## config.mk

```make
export PLATFORM = sky130hd
export DESIGN_NAME = motor_pwm_driver_flat
export DESIGN_NICKNAME = d
export VERILOG_FILES = /design/src/rtl/direction_pkg.sv /design/src/rtl/motor_pwm_driver_if.sv /design/src/rtl/pwm_counter.sv /design/src/rtl/motor_pwm_driver.sv /design/src/flat_wrapper.sv
export SDC_FILE = /design/constraint.sdc
export NUM_CORES = 1
export LEC_CHECK = 0
export CAP_MARGIN = 20
export CORE_ASPECT_RATIO = 0.7
export CORE_UTILIZATION = 55
export CTS_BUF_LIST = sky130_fd_sc_hd__clkbuf_4 sky130_fd_sc_hd__clkbuf_8
export DETAILED_ROUTE_END_ITERATION = 10
export MAX_ROUTING_LAYER = met4
export PLACE_DENSITY = 0.78
export SLEW_MARGIN = 5
export SYNTH_ARGS = -nofsm -noshare
export SYNTH_HDL_FRONTEND = slang
export SYNTH_SLANG_ARGS = --single-unit
```

## constraint.sdc

```tcl
create_clock -name clk -period 2.3 [get_ports clk]
set_input_delay 0.46 -clock clk [delete_from_list [all_inputs] [get_ports clk]]
set_output_delay 0.46 -clock clk [all_outputs]
set_load 0.005 [all_outputs]
```

## src/rtl/direction_pkg.sv

```systemverilog
// Types and constants shared by the direction/PID path and the H-bridge PWM drivers.
package direction_pkg;

   typedef logic [20:0] speed_t;

   localparam logic DIR_FWD = 1'b1;
   localparam logic DIR_REV = 1'b0;

   typedef enum logic [1:0] {
      IDLE,
      RUN,
      DEAD
   } drv_state_t;

endpackage

```

## src/rtl/motor_pwm_driver_if.sv

```systemverilog
// Command bundle from the PID/direction path (master) to one wheel's PWM driver (slave).
interface motor_pwm_driver_if;
   import direction_pkg::*;

   logic   enable;
   logic   dir;
   speed_t speed;

   modport master (output enable, output dir, output speed);
   modport slave  (input  enable, input  dir, input  speed);

endinterface

```

## src/rtl/pwm_counter.sv

```systemverilog
// Free-running modulo-PERIOD counter with synchronous clear; wrap_o marks the last count.
module pwm_counter
   import direction_pkg::*;
#(
   parameter int unsigned PERIOD = 50000
) (
   input  logic   clk,
   input  logic   clr_i,
   input  logic   en_i,
   output speed_t cnt_o,
   output logic   wrap_o
);

   speed_t cnt_q;
   speed_t cnt_d;

   assign wrap_o = en_i && (cnt_q == speed_t'(PERIOD - 1));
   assign cnt_o  = cnt_q;

   always_comb begin
      cnt_d = cnt_q;
      if (clr_i || wrap_o) begin
         cnt_d = '0;
      end else if (en_i) begin
         cnt_d = cnt_q + 1'b1;
      end
   end

   always_ff @(posedge clk) begin
      cnt_q <= cnt_d;
   end

endmodule

```

## src/rtl/motor_pwm_driver.sv

```systemverilog
// One-wheel H-bridge PWM driver: period-synchronous duty/direction update with
// enforced dead time on every reversal while running.
module motor_pwm_driver
   import direction_pkg::*;
#(
   parameter int unsigned PWM_PERIOD = 50000,
   parameter int unsigned DEAD_TIME  = 5000
) (
   input  logic                clk,
   input  logic                reset_n,
   motor_pwm_driver_if.slave   cmd,
   output logic                in1,
   output logic                in2,
   output logic                period_tick,
   output logic                dead_active
);

   drv_state_t state_q;
   speed_t     duty_q;
   logic       dir_q;
   speed_t     pend_duty_q;
   logic       pend_dir_q;
   logic       in1_q, in2_q, tick_q, dead_q;

   speed_t     pwm_cnt;
   speed_t     dead_cnt;
   logic       pwm_wrap, dead_wrap;
   logic       run_clr, dead_clr;
   speed_t     shadow_duty_d;
   logic       pwm_d;
   logic       unused_dead_cnt;

   function automatic speed_t clamp_duty(input speed_t s);
      return (s >= speed_t'(PWM_PERIOD)) ? speed_t'(PWM_PERIOD) : s;
   endfunction

   assign shadow_duty_d   = clamp_duty(cmd.speed);
   assign pwm_d           = (pwm_cnt < duty_q);
   assign run_clr         = !reset_n || !cmd.enable || (state_q != RUN);
   assign dead_clr        = !reset_n || !cmd.enable || (state_q != DEAD);
   assign unused_dead_cnt = ^dead_cnt;

   pwm_counter #(.PERIOD(PWM_PERIOD)) u_period_cnt (
      .clk    (clk),
      .clr_i  (run_clr),
      .en_i   (state_q == RUN),
      .cnt_o  (pwm_cnt),
      .wrap_o (pwm_wrap)
   );

   pwm_counter #(.PERIOD(DEAD_TIME)) u_dead_cnt (
      .clk    (clk),
      .clr_i  (dead_clr),
      .en_i   (state_q == DEAD),
      .cnt_o  (dead_cnt),
      .wrap_o (dead_wrap)
   );

   // Outputs are one cycle behind the state/counter they describe; disable forces coast.
   always_ff @(posedge clk) begin
      if (!reset_n) begin
         state_q <= IDLE;
         duty_q  <= '0;
         dir_q   <= DIR_FWD;
         in1_q   <= 1'b0;
         in2_q   <= 1'b0;
         tick_q  <= 1'b0;
         dead_q  <= 1'b0;
      end else if (!cmd.enable) begin
         state_q <= IDLE;
         in1_q   <= 1'b0;
         in2_q   <= 1'b0;
         tick_q  <= 1'b0;
         dead_q  <= 1'b0;
      end else begin
         in1_q  <= (state_q == RUN) && pwm_d && dir_q;
         in2_q  <= (state_q == RUN) && pwm_d && !dir_q;
         tick_q <= pwm_wrap;
         dead_q <= (state_q == DEAD);
         case (state_q)
            IDLE: begin
               // Bridge is already coasting, so a new direction needs no dead time.
               duty_q  <= shadow_duty_d;
               dir_q   <= cmd.dir;
               state_q <= RUN;
            end
            RUN: begin
               if (pwm_wrap) begin
                  if (cmd.dir == dir_q) begin
                     duty_q <= shadow_duty_d;
                  end else begin
                     pend_duty_q <= shadow_duty_d;
                     pend_dir_q  <= cmd.dir;
                     state_q     <= DEAD;
                  end
               end
            end
            DEAD: begin
               if (dead_wrap) begin
                  duty_q  <= pend_duty_q;
                  dir_q   <= pend_dir_q;
                  state_q <= RUN;
               end
            end
            default: state_q <= IDLE;
         endcase
      end
   end

   assign in1         = in1_q;
   assign in2         = in2_q;
   assign period_tick = tick_q;
   assign dead_active = dead_q;

endmodule
```

## src/flat_wrapper.sv

```systemverilog
// flat-port wrapper written by rule: the top's interface ports become plain ports
module motor_pwm_driver_flat import direction_pkg::*;
#(
   parameter int unsigned PWM_PERIOD = 50000,
   parameter int unsigned DEAD_TIME  = 5000
)
  (clk, reset_n, in1, in2, period_tick, dead_active, cmd_enable, cmd_dir, cmd_speed);
  motor_pwm_driver_if cmd_i ();
  input  logic clk;
  input  logic reset_n;
  output logic in1;
  output logic in2;
  output logic period_tick;
  output logic dead_active;
  input wire logic [$bits(cmd_i.enable)-1:0] cmd_enable;
  input wire logic [$bits(cmd_i.dir)-1:0] cmd_dir;
  input wire logic [$bits(cmd_i.speed)-1:0] cmd_speed;
  assign cmd_i.enable = cmd_enable;
  assign cmd_i.dir = cmd_dir;
  assign cmd_i.speed = cmd_speed;
  motor_pwm_driver #(.PWM_PERIOD(PWM_PERIOD), .DEAD_TIME(DEAD_TIME)) u_core (.clk(clk), .reset_n(reset_n), .cmd(cmd_i), .in1(in1), .in2(in2), .period_tick(period_tick), .dead_active(dead_active));
endmodule
```

==> results.sh <==
export IMPL_setup_tns_ns=0
export IMPL_hp_class="flop to flop"
export IMPL_start_util=0.5665
export IMPL_synthCells=479
export IMPL_cts_root_buf="clkbuf_8"
export IMPL_clock_path_buffers=2
export IMPL_drive_above_1_share=0.1109
export IMPL_die_y_um=77.34
export IMPL_fmax_ghz=0.4572
export IMPL_ys_types=45
export IMPL_setup_ws_ns=0.1129
export IMPL_cp_data_required_time_ns=2.60
export IMPL_min_period_over_period=0.9509
export IMPL_die_area_um2=8477
export IMPL_crit_path_end_kind="flop"
export IMPL_overflow=0
export IMPL_cts_setup_buffers=0
export IMPL_wire_per_inst_um=14.77
export IMPL_ys_warn_count=0
export IMPL_design_portCount=29
export IMPL_status="finished, final reports clean"
export IMPL_path_class="flop to flop"
export IMPL_viasPerCell=5.575
export IMPL_ys_top_cells_by_area="dfxtp_1, edfxtp_1, ha_1"
export IMPL_setup_viol=0
export IMPL_seq_area_frac_synth=0.4624
export IMPL_power_density_nw_per_um2=567.4
export IMPL_clk_latency_ns=0.37
export IMPL_hold_buffers=0
export IMPL_grt_pass1_wl_um=16100
export IMPL_core_um2=7871
export IMPL_preCtsSetupSlack_ns=-0.1611
export IMPL_grt_pass1_vias=3489
export IMPL_grt_setup_unrepaired="false"
export IMPL_routabilityCongestion=0.8420
export IMPL_arrival_ns=2.49
export IMPL_critPathLaunchType="flop"
export IMPL_whs_ns=0.4634
export IMPL_yosysTopAreaCellShare=0.3143
export IMPL_cts_tree="done"
export IMPL_vdd_drop_max_uv=689.4
export IMPL_dp_hpwl_um=6995
export IMPL_placementRows=27
export IMPL_cts_buffers=9
export IMPL_grt_max_degree=38
export IMPL_ys_seq_elements=92
export IMPL_hold_violations=0
export IMPL_min_period_ns=2.187
export IMPL_clk_pin_slew_worst_paths_ns=0.09
export IMPL_via_count=3579
export IMPL_h_tree_depth=3
export IMPL_portBuffers=28
export IMPL_nNetsFinal=583
export IMPL_antenna_found_initial=0
export IMPL_yosysTopAreaCell="dfxtp_1"
export IMPL_worstPathMaxFanout=6
export IMPL_ant_nets=0
export IMPL_maxCapViolCount=0
export IMPL_final_common_cell="dfxtp_1"
export IMPL_p_leak_nw=1.939
export IMPL_finClkSkew_ns=0.01492
export IMPL_cts_sinks=92
export IMPL_die_w_um=109.6
export IMPL_syn2layout_area_growth_pct=17.76
export IMPL_worst_pin_slew_ns=0.5307
export IMPL_drc_errors=0
export IMPL_syn_area_um2=4459
export IMPL_layout_common_cells="dfxtp_1, nor2_1, nand2_1, buf_4, clkdlybuf4s50_1"
export IMPL_drt_iter0_drc=195
export IMPL_diodes=0
export IMPL_first_pass_iters=4
export IMPL_synth_avg_cell_area_um2=9.310
export IMPL_wl_um=9480
export IMPL_slew_limit_headroom=0.6454
export IMPL_drv_slew=0
export IMPL_grt_use_total=0.2528
-- routing by layer --
| metal | vias up | wire length [µm] | global-route usage |
|---|---|---|---|
| met5 | - | 0 | - |
| met4 | 0 | 63 | 0.05600 |
| met3 | 5 | 430 | 0.06471 |
| met2 | 83 | 4226 | 0.3692 |
| met1 | 1695 | 4760 | 0.3528 |
| li1 | 1796 | - | - |
-- timing repair --
| item | in CTS | in global routing |
|---|---|---|
| endpoints found under the setup margin | 16 | 43 |
| gates cloned | 0 | 0 |
| resized for setup | 1 | 4 |
-- area by class of cell --
type | instances | area [µm²]
repair buffers | 60 | 533.0
inverters | 27 | 101.3
flip-flops and latches | 92 | 2062
fillers | 640 | 2620
clock buffers | 10 | 137.6
well taps | 101 | 126.4
clock inverters | 6 | 62.56
multi-input cells | 346 | 2228
-- synth_stat cells --
master and n:
nand2b_1 15, nand2_1 31, nand4_1 15, a21o_1 9, o2111ai_1 2, nor4b_2 1
and3_1 8, nor2b_1 3, buf_6 3, o41ai_1 1, a41o_4 1, and4b_1 1
or3_1 9, a22oi_1 9, or4_1 2, clkbuf_1 9, or2_2 2, buf_2 2
and2_1 15, a31oi_1 2, nor3b_1 2, a21boi_1 5, o221ai_1 1, nor4_1 7
nor4bb_1 1, edfxtp_1 22, nand3_1 22, conb_1 1, o21ai_0 20, inv_1 27
buf_8 1, nor3_1 7, a21oi_1 20, buf_1 2, dfxtp_1 70, o211ai_1 5
o22ai_2 4, nor2_1 54, xor2_1 24, clkbuf_2 1, and4_1 6, xnor2_1 10
nor4b_1 2, ha_1 22, a211oi_1 3
-- power breakdown --
part           internal [mW]  switching, mW
logic                  0.105         0.0959
clock network          0.531          0.563
registers               1.67         0.0142
-- sequential cells by signal, indices dropped and copies added (netlist names) --
register	count
u_core.duty_q	21
u_core.pend_duty_q	21
u_core.u_dead_cnt.cnt_o	21
u_core.u_period_cnt.cnt_o	21
u_core.state_q	2
u_core.dead_active	1
u_core.dir_q	1
u_core.in1	1
u_core.in2	1
u_core.pend_dir_q	1
u_core.period_tick	1
-- kinds of logic after synthesis --
group / count (synthesis) / synth area share
DFF: 92 / 0.4624
other: 1 / 0.0008409
xor gates and xnor gates: 34 / 0.06678
AOI/OAI and AO/OA: 82 / 0.1237
and+or+nand+nor: 203 / 0.2382
buffers and inverters: 45 / 0.04629
adders and majority gates: 22 / 0.06173
-- critical path, cell delays in order (launching register included) --
cell and delay, ns:
dfxtp_1 0.45, ha_1 0.29, a21o_1 0.16, a21o_1 0.17, a211oi_1 0.34, o221ai_1 0.21
a211oi_2 0.34, nor2b_1 0.18
-- final timing paths --
kind / slack [ns] / endpoint / startpoint / cells after the start
worst min-delay path: 0.46 / u_core.u_dead_cnt.cnt_o[0] / u_core.u_dead_cnt.cnt_o[0] / 1
worst max-delay path: 0.11 / u_core.in2 / u_core.u_period_cnt.cnt_o[18] / 7
worst max register to register: 0.11 / u_core.in2 / u_core.u_period_cnt.cnt_o[18] / 7
worst min register to register: 0.46 / u_core.u_dead_cnt.cnt_o[0] / u_core.u_dead_cnt.cnt_o[0] / 1
-- through the flow --
step                      utilization  power, mW  std cells  cell area (µm²)
final                          0.6671      2.979        642             5251
after global placement         0.6388      1.909        626             5029
after floorplan                     -      1.827        483             4474
after global routing           0.6671      3.098        642             5251
after CTS                      0.6644      2.994        642             5230
after detailed placement       0.6388      1.919        626             5029
(Power assumes the default switching activity.)
